File: config.mk
export PLATFORM = sky130hd
export DESIGN_NAME = servant_wb_rr_arbiter
export DESIGN_NICKNAME = d
export VERILOG_FILES = /design/src/rtl/servant_wb_rr_arbiter.sv
export SDC_FILE = /design/constraint.sdc
export NUM_CORES = 1
export LEC_CHECK = 0
export ABC_AREA = 1
export BUFFER_PORTS_ARGS = -buffer_cell sky130_fd_sc_hd__buf_2
export CORE_AREA = 3 3 119 121
export CTS_CLUSTER_SIZE = 40
export DETAILED_ROUTE_END_ITERATION = 8
export DIE_AREA = 0 0 122 124
export PLACE_DENSITY = 0.46
export SLEW_MARGIN = 5
export SYNTH_ARGS = -nofsm -noshare
export SYNTH_HDL_FRONTEND = slang
export SYNTH_SLANG_ARGS = --single-unit
File: constraint.sdc
create_clock -name wb_clk -period 2 [get_ports wb_clk]
set_input_delay 0.2 -clock wb_clk [delete_from_list [all_inputs] [get_ports wb_clk]]
set_output_delay 0.2 -clock wb_clk [all_outputs]
set_load 0.01 [all_outputs]
File: src/rtl/servant_wb_rr_arbiter.sv
// Two-master Wishbone round-robin arbiter in front of a single slave port.
// Grants one classic cycle at a time and aborts hung cycles with a watchdog error pulse.
module servant_wb_rr_arbiter #(
  parameter int unsigned AW      = 32,
  parameter int unsigned TIMEOUT = 64
) (
  input  logic          wb_clk,
  input  logic          wb_rst,
  input  logic [AW-1:0] i_m0_adr,
  input  logic [31:0]   i_m0_dat,
  input  logic [3:0]    i_m0_sel,
  input  logic          i_m0_we,
  input  logic          i_m0_cyc,
  output logic [31:0]   o_m0_rdt,
  output logic          o_m0_ack,
  output logic          o_m0_err,
  input  logic [AW-1:0] i_m1_adr,
  input  logic [31:0]   i_m1_dat,
  input  logic [3:0]    i_m1_sel,
  input  logic          i_m1_we,
  input  logic          i_m1_cyc,
  output logic [31:0]   o_m1_rdt,
  output logic          o_m1_ack,
  output logic          o_m1_err,
  output logic [AW-1:0] o_s_adr,
  output logic [31:0]   o_s_dat,
  output logic [3:0]    o_s_sel,
  output logic          o_s_we,
  output logic          o_s_cyc,
  input  logic [31:0]   i_s_rdt,
  input  logic          i_s_ack
);

  // Counter is kept at least 1 bit wide so a disabled watchdog still elaborates.
  localparam int unsigned TW = (TIMEOUT == 0) ? 1 : $clog2(TIMEOUT + 1);
  localparam logic [TW-1:0] TMO_LAST = (TIMEOUT == 0) ? '0 : TW'(TIMEOUT - 1);
  localparam logic [TW-1:0] TMO_MAX  = '1;

  typedef enum logic [1:0] {
    IDLE = 2'd0,
    BUSY = 2'd1,
    HOLD = 2'd2
  } state_t;

  state_t        state_q, state_d;
  logic          gnt_q, gnt_d;
  logic          last_q, last_d;
  logic [TW-1:0] tmo_q, tmo_d;
  logic          cyc_g;

  always_ff @(posedge wb_clk) begin
    if (wb_rst) begin
      state_q <= IDLE;
      gnt_q   <= 1'b0;
      last_q  <= 1'b1;
      tmo_q   <= '0;
    end else begin
      state_q <= state_d;
      gnt_q   <= gnt_d;
      last_q  <= last_d;
      tmo_q   <= tmo_d;
    end
  end

  // Next-state and the combinational slave/master routing.
  always_comb begin
    state_d  = state_q;
    gnt_d    = gnt_q;
    last_d   = last_q;
    tmo_d    = tmo_q;
    o_s_adr  = '0;
    o_s_dat  = '0;
    o_s_sel  = '0;
    o_s_we   = 1'b0;
    o_s_cyc  = 1'b0;
    o_m0_rdt = '0;
    o_m0_ack = 1'b0;
    o_m0_err = 1'b0;
    o_m1_rdt = '0;
    o_m1_ack = 1'b0;
    o_m1_err = 1'b0;
    cyc_g    = gnt_q ? i_m1_cyc : i_m0_cyc;

    case (state_q)
      IDLE: begin
        if (i_m0_cyc || i_m1_cyc) begin
          gnt_d   = (i_m0_cyc && i_m1_cyc) ? ~last_q : i_m1_cyc;
          tmo_d   = '0;
          state_d = BUSY;
        end
      end
      BUSY: begin
        if (!wb_rst) begin
          o_s_adr = gnt_q ? i_m1_adr : i_m0_adr;
          o_s_dat = gnt_q ? i_m1_dat : i_m0_dat;
          o_s_sel = gnt_q ? i_m1_sel : i_m0_sel;
          o_s_we  = gnt_q ? i_m1_we  : i_m0_we;
          o_s_cyc = cyc_g;
        end
        if (!cyc_g) begin
          // Master abandoned the cycle; any later ack is stale.
          state_d = IDLE;
        end else if (i_s_ack) begin
          o_m0_ack = !wb_rst && !gnt_q;
          o_m1_ack = !wb_rst && gnt_q;
          o_m0_rdt = (!wb_rst && !gnt_q) ? i_s_rdt : '0;
          o_m1_rdt = (!wb_rst && gnt_q) ? i_s_rdt : '0;
          last_d   = gnt_q;
          state_d  = HOLD;
        end else if ((TIMEOUT != 0) && (tmo_q == TMO_LAST)) begin
          o_m0_err = !wb_rst && !gnt_q;
          o_m1_err = !wb_rst && gnt_q;
          last_d   = gnt_q;
          state_d  = HOLD;
        end else if (tmo_q != TMO_MAX) begin
          tmo_d = tmo_q + TW'(1);
        end
      end
      HOLD: state_d = IDLE;
      default: state_d = IDLE;
    endcase
  end

endmodule

======== Word-level counts from Yosys, hierarchy flattened ========
Index checks and enable logic that the tools add are counted.
word-level totals
  output and inout port bits .............. 138
  word-level logic and storage cells ...... 79
  flip-flop bits (word level) ............. 11
  bits of input ports ..................... 175
cells by class
  bitwise logic cells ..................... 1
  reduce and logical (&&, ||, !) cells .... 13
  muxes and demuxes ....................... 51
  equal/unequal tests ..................... 9
  $add $sub $neg .......................... 1
operators with widths
  operator               number
  $mux W32               14
  $mux W7                5
  $mux W1                23
  $pmux W7 S2            1
  $mux W4                3
  $ne A2 B2 Y1 const B   5
  $mux W2                4
  $add A7 B1 Y7 const B  1
  $eq A7 B6 Y1 const B   1
  $ne A7 B7 Y1 const B   1
  $reduce_and A6 Y1      1
  $ne A4 B4 Y1 const B   1
  $pmux W2 S2            1
  $reduce_and A2 Y1      2
  $reduce_bool A2 Y1     2
  $logic_and A1 B1 Y1    3
  $reduce_and A3 Y1      1
  $eq A2 B1 Y1 const B   1
  $logic_not A1 Y1       2
  $logic_not A2 Y1       1
  $logic_or A1 B1 Y1     1
  $not A1 Y1             1

======== Logic depth before layout (Yosys ltp) ========
Gate-level depths: netlist (run 1).
  depth after elaboration ................. 6
  mapped depth ............................ 10
  gate-level depth less buffers ........... 9

======== Worst setup path after synthesis (run 1) ========
Ideal clock, no wire load.
  kind .................................... register -> output
  from .................................... register state_q[1]
  to ...................................... output o_m1_rdt[10]
  cell stages (with the launch flop) ...... 11
  required time ........................... 1.800 ns
  buffers on the path ..................... 1
  arrival time ............................ 1.286 ns
  path slack .............................. 0.514 ns
  path through ............................ dfxtp_1 inv_1 nand2_1 inv_2 nand3_2 nor2_2 inv_2 nor2_2 inv_2 buf_2 nor2_1
between the ends
  cells in the longest elaborated chain, start to end .. 2
RTL lines
  what                    line  RTL
  start, declared         45    state_t state_q, state_d;
  start signal, assigned  58    state_q <= state_d;
  $eq A2 B1 Y1            84    case (state_q)
  $mux W32                84
  end, declared           22    output logic [31:0] o_m1_rdt,
Every way passes these cells.

======== Final worst setup path (run 1) ========
  from .................................... register gnt_q
  to ...................................... output o_s_dat[20]
between the ends
  cells in the longest elaborated chain, start to end .. 3
RTL lines
  what                    line  RTL
  start, declared         46    logic gnt_q, gnt_d;
  start signal, assigned  59    gnt_q <= gnt_d;
  $mux W32                95    o_s_dat = gnt_q ? i_m1_dat : i_m0_dat;
  $mux W32                93    if (!wb_rst) begin
  $mux W32                84
  end, declared           26    output logic [31:0] o_s_dat,
Every way passes these cells.

==> results of run 1 <==
[kinds of logic after synthesis]
| kind of cell | Yosys count | synth area share |
|---|---|---|
| adder cells (fa/ha/maj) | 1 | 0.006288 |
| AND/OR/NAND/NOR | 200 | 0.4063 |
| buffers and inverters | 82 | 0.1874 |
| flip-flops | 11 | 0.1107 |
| AO/OA/AOI/OAI | 80 | 0.2893 |
[sequential cells by signal (all words and copies together) (netlist names)]
| signal | cells |
|---|---|
| gnt_q | 1 |
| state_q | 2 |
| tmo_q | 7 |
| last_q | 1 |
[worst reg2reg max path: cells and delay by family, from the launching register on]
family                   cells  cell delay [ns]
adder cells (fa/ha/maj)      1             0.22
AND/OR/NAND/NOR              7             0.92
flip-flops                   1             0.36
AO/OA/AOI/OAI                1             0.13
[metal layers]
metal,GRT usage,part of all wire
met5,0,0
met4,0.02171,0.010
met2,0.2348,0.49
met3,0.05268,0.12
met1,0.1586,0.38
[what timing repair did]
item / CTS / global route
endpoints found under the setup margin: 0 / 65
gates resized for setup: 0 / 8
setup buffers: 0 / 1
[area by class of cell]
cell class              count  area share
flip-flops and latches     11     0.05782
multi-input cells         281      0.3725
repair buffers            318      0.4382
clock buffers               4     0.02070
well taps                 176     0.05782
inverters                  51     0.05289
[worst paths after layout]
path	start	endpoint	slack, ns
max	gnt_q$_SDFFE_PP0P_	o_s_dat[20]	0.11
min	wb_rst	tmo_q[4]$_SDFFE_PP0P_	0.30
max reg2reg	tmo_q[0]$_SDFFE_PP0P_	tmo_q[3]$_SDFFE_PP0P_	0.29
min reg2reg	last_q$_SDFFE_PP1P_	last_q$_SDFFE_PP1P_	0.49
[power by group]
part | switching, mW | internal [mW] | leakage (nW)
Combinational | 0.357 | 0.294 | 2.20
Sequential | 0.0116 | 0.233 | 0.0898
Clock | 0.0990 | 0.268 | 0.0382
[through the flow]
step | hold WS, ns | setup WS (ns)
finish | 0.3000 | 0.1140
global route | 0.3109 | 0.001752
CTS | 0.2926 | 0.002745
detailed placement | 0.4839 | 0.2694
global placement | 0.4939 | 0.2842
floorplan | 0.4183 | 0.5139
[cell usage in the layout, fill, tap and decap left out, types with 4 or more instances in the layout]
cell type	synthesis	layout
a21oi_1	8	8
nor2_4	0	4
buf_2	19	312
inv_1	44	44
nor3_1	4	4
nor2_1	147	147
nand2_1	25	24
nand3_1	13	13
buf_12	0	5
a22oi_1	69	69
dfxtp_1	11	11
inv_2	7	5
==> impl_metrics.json, run 1 <==
{
  "synth_nets": 550,
  "grt_antenna_before_repair": 0,
  "cts_root_buf": "clkbuf_16",
  "period_needed_ns": 1.886,
  "final_area_mm2": 0.003809,
  "synthDistinctLibCells": 22,
  "drcViolationCount": 0,
  "post-route-period-util": 0.9430,
  "grtUsageTotal": 0.1344,
  "syn2layout_area_growth_pct": 91.45,
  "avgSynthCellArea_um2": 5.319,
  "path_max_fanout": 33,
  "avgRoutedWirePerCell_um": 14.65,
  "ys_top_cells_by_area": "nor2_1 (28%), a22oi_1 (26%), dfxtp_1 (11%)",
  "p_total_mw": 1.264,
  "regArea_um2": 220.2,
  "async_flop_share": 0,
  "path_class": "register to output pin",
  "cts.clk_slew.worst_paths_ns": 0.04,
  "ys_seq_elements": 11,
  "hold_buffers": 0,
  "ys_warn_count": 0,
  "cts.sinks": 11,
  "hold_path_class": "input port to register",
  "via_per_inst": 4.212,
  "p_leak_nw": 2.332,
  "syn_area_mm2": 0.001989,
  "io_buffer_count": 312,
  "first_global_vias": 3094,
  "finalNonFillerCells": 841,
  "synth_seq_area_share": 0.1107,
  "end_kind": "output pin",
  "cts_max_path_buffers": 2,
  "cp_data_arrival_time_ns": 1.69,
  "pwr_density_cell_mw_per_mm2": 331.8,
  "yosys_most_used_dff": "dfxtp_1",
  "maxCapViolCount": 0,
  "setup_violations": 0,
  "hold_viol_final": 0,
  "place.gp.congestion": 0.7993,
  "place_area_mm2": 0.003690,
  "path_delay_family": "buffers and inverters",
  "core_area_mm2": 0.01319,
  "layout.nets": 842,
  "overflow": 0,
  "multi_input_area_mm2": 0.001419,
  "ir_drop_mv": 0.2223,
  "critPathLaunchType": "register",
  "cp_cell_sequence": "nor2_4 -> buf_4 -> a22oi_1 -> nor2_1 -> buf_2",
  "dp_hpwl_mm": 10.25,
  "diodes": 0,
  "drtIter0Drc": 164,
  "grt_pass1_wl_mm": 16.09,
  "worstPathRequired_ns": 1.80,
  "die_y_um": 124,
  "top_level_ports": 313,
  "rows": 42,
  "slew_headroom": 0.7415,
  "initial_utilization": 0.1508,
  "fmax_ghz": 0.5302,
  "totalWireLength_mm": 12.32,
  "timing.setup.tns_ns": 0,
  "skew_ns": 0.0009414,
  "ant_nets": 0,
  "min_path_cells": 2,
  "yosysTopAreaCellShare": 0.2774,
  "netlist_instances": 374,
  "slowest_stage": "buf_4",
  "fill_cells": 1509,
  "r2r_cells": 9,
  "numCtsBuffers": 3,
  "vias": 3542,
  "synth_edf_count": 0,
  "htreeDepth": 1,
  "yosysMostFrequentCell": "nor2_1",
  "tritoncts": "done",
  "synth_top_area_cell": "nor2_1",
  "cp.depth": 5,
  "tightestPinTransition_ns": 0.3877,
  "final_core_util": 0.2888,
  "grt_max_degree": 74,
  "slowest_delay_ns": 0.37,
  "die_area_mm2": 0.01513,
  "insertion_delay_ns": 0.24,
  "drive_gt1_frac": 0.5098,
  "status": "finished clean",
  "ys_top_cells_by_count": "nor2_1 (147), a22oi_1 (69), inv_1 (44)",
  "rsz0062_at_grt": "no",
  "die_w_um": 122,
  "slew_violations": 0,
  "dp.cells": 836,
  "first_pass_iters": 4,
  "crit_buf_inv": 2
}
Power figures use the tool's default switching activity.
==> run 2: changes to the inputs <==
Settings changed: CTS_BUF_LIST set to sky130_fd_sc_hd__clkbuf_16.
==> run 2 against run 1 <==
Effect of this change:
- global-route usage stayed put
- via count is the same
- fmax is essentially flat
- die area did not move
- routed wire length hardly changed
- sequential share of layout area unchanged
- combinational power about the same
- register-to-register slack hardly changed
- setup slack about the same
- flip-flop and latch count unchanged
- hold slack is essentially flat
==> impl_metrics.json, run 2 (synthesis results as in run 1) <==
{
  "status": "finished clean",
  "timing.setup.tns_ns": 0,
  "place_ws_ns": 0.2694,
  "drtIter0Drc": 163,
  "hold_viol_final": 0,
  "vias": 3542,
  "cp_data_arrival_time_ns": 1.69,
  "worstPathRequired_ns": 1.80,
  "end_kind": "output pin",
  "p_int_mw": 0.7902,
  "cts_root_buf": "clkbuf_16",
  "rows": 42,
  "slowest_delay_ns": 0.37,
  "hold_path_class": "input port to register",
  "overflow": 0,
  "initial_utilization": 0.1508,
  "reg_top3": "tmo_q (7), state_q (2)",
  "syn2layout_area_growth_pct": 91.45,
  "die_y_um": 124,
  "core_area_mm2": 0.01319,
  "final_common_cell": "buf_2",
  "first_global_vias": 3094,
  "maxCapViolCount": 0,
  "htreeDepth": 1,
  "pwr_density_cell_mw_per_mm2": 330.2,
  "grt_pass1_wl_mm": 16.09,
  "setup_violations": 0,
  "via_per_inst": 4.212,
  "diodes": 0,
  "p_leak_nw": 2.336,
  "grtUsageTotal": 0.1344,
  "largest_reg_flops": 7,
  "cts.sinks": 11,
  "drcViolationCount": 0,
  "cts_max_path_buffers": 2,
  "fmax_ghz": 0.5302,
  "tightestPinTransition_ns": 0.3877,
  "regMostFlops": "tmo_q",
  "grt_max_degree": 74,
  "tritoncts": "done",
  "numCtsBuffers": 3,
  "layout.nets": 842,
  "path_class": "register to output pin",
  "slew_headroom": 0.7415,
  "final_cell_mix": "buf_2 (312), nor2_1 (147), a22oi_1 (69), inv_1 (45), nand2_1 (24)",
  "slew_violations": 0,
  "rsz0062_at_grt": "no",
  "critPathLaunchType": "register",
  "post-route-period-util": 0.9431,
  "worst_slack_ns": 0.1138,
  "grt_antenna_before_repair": 0,
  "cp_cell_sequence": "nor2_4 -> buf_4 -> a22oi_1 -> nor2_1 -> buf_2",
  "seqPwrFrac": 0.195,
  "ant_nets": 0,
  "swShare": 0.3717,
  "slowest_stage": "buf_4",
  "avgRoutedWirePerCell_um": 14.64,
  "clock_power_share": 0.287,
  "first_pass_iters": 4,
  "ir_drop_mv": 0.2224,
  "dp_hpwl_mm": 10.25,
  "totalWireLength_mm": 12.32,
  "cts.clk_slew.worst_paths_ns": 0.04,
  "path_max_fanout": 33,
  "period_needed_ns": 1.886,
  "insertion_delay_ns": 0.24,
  "power_frac_comb": 0.518,
  "place.gp.congestion": 0.7993,
  "top_level_ports": 313,
  "drive_gt1_frac": 0.5098,
  "switching_power_mw": 0.4674,
  "die_w_um": 122,
  "io_buffer_count": 312,
  "die_area_mm2": 0.01513,
  "hold_buffers": 0,
  "skew_ns": 0.001465,
  "fill_cells": 1509
}
==> run 2: through the flow <==
stage / power (mW) / hold slack (ns) / util / std cells / instance area (um^2)
final: 1.258 / 0.2996 / 0.2888 / 841 / 3809
after global routing: 1.353 / 0.3105 / 0.2888 / 841 / 3809
after CTS: 1.271 / 0.2926 / 0.2857 / 840 / 3769
after detailed placement: 0.8999 / 0.4839 / 0.2797 / 836 / 3690
after global placement: 0.9042 / 0.4939 / 0.2797 / 836 / 3690
after floorplan: 0.5854 / 0.4183 / - / 374 / 1989
==> run 2: worst paths after layout <==
path                               from                     to  slack [ns]  depth (start not counted)
setup / recovery     gnt_q$_SDFFE_PP0P_            o_s_dat[20]        0.11                          5
hold / removal                   wb_rst  tmo_q[4]$_SDFFE_PP0P_        0.30                          2
hold reg to reg     last_q$_SDFFE_PP1P_    last_q$_SDFFE_PP1P_        0.49                          2
setup reg to reg  tmo_q[0]$_SDFFE_PP0P_  tmo_q[3]$_SDFFE_PP0P_        0.29                          9
==> run 2: what timing repair did <==
| action | in CTS | in global routing |
|---|---|---|
| hold endpoints to repair | 0 | 0 |
| setup buffers | 0 | 1 |
| setup endpoints to repair | 0 | 65 |
| resized for setup | 0 | 8 |
==> run 2: power groups by stage <==
stage,logic [mW],registers [mW],clock network (mW)
final,0.652,0.245,0.361
after global routing,0.726,0.246,0.380
after detailed placement,0.651,0.249,0
after CTS,0.655,0.245,0.371
after floorplan,0.340,0.246,0
after global placement,0.656,0.248,0
==> run 2: metal layers <==
| metal | routed length (um) | global-route usage |
|---|---|---|
| met5 | 0 | 0 |
| met4 | 126 | 0.02171 |
| met3 | 1497 | 0.05268 |
| met2 | 5998 | 0.2348 |
| met1 | 4693 | 0.1586 |
==> run 2: cell type report <==
class	count	area [um^2]	area share
Clock buffer	3	75.07	0.01971
Clock inverter	1	3.754	0.0009855
Multi-Input combinational cell	281	1419	0.3725
Tap cell	176	220.2	0.05782
Sequential cell	11	220.2	0.05782
Inverter	51	201.4	0.05289
Timing Repair Buffer	318	1669	0.4382
==> run 2: worst max-delay path: cells and delay by family (launching register included) <==
| kind | cells | cell delay [ns] |
|---|---|---|
| and+or+nand+nor | 2 | 0.36 |
| DFF | 1 | 0.34 |
| buffers and inverters | 2 | 0.55 |
| AOI/OAI and AO/OA | 1 | 0.16 |
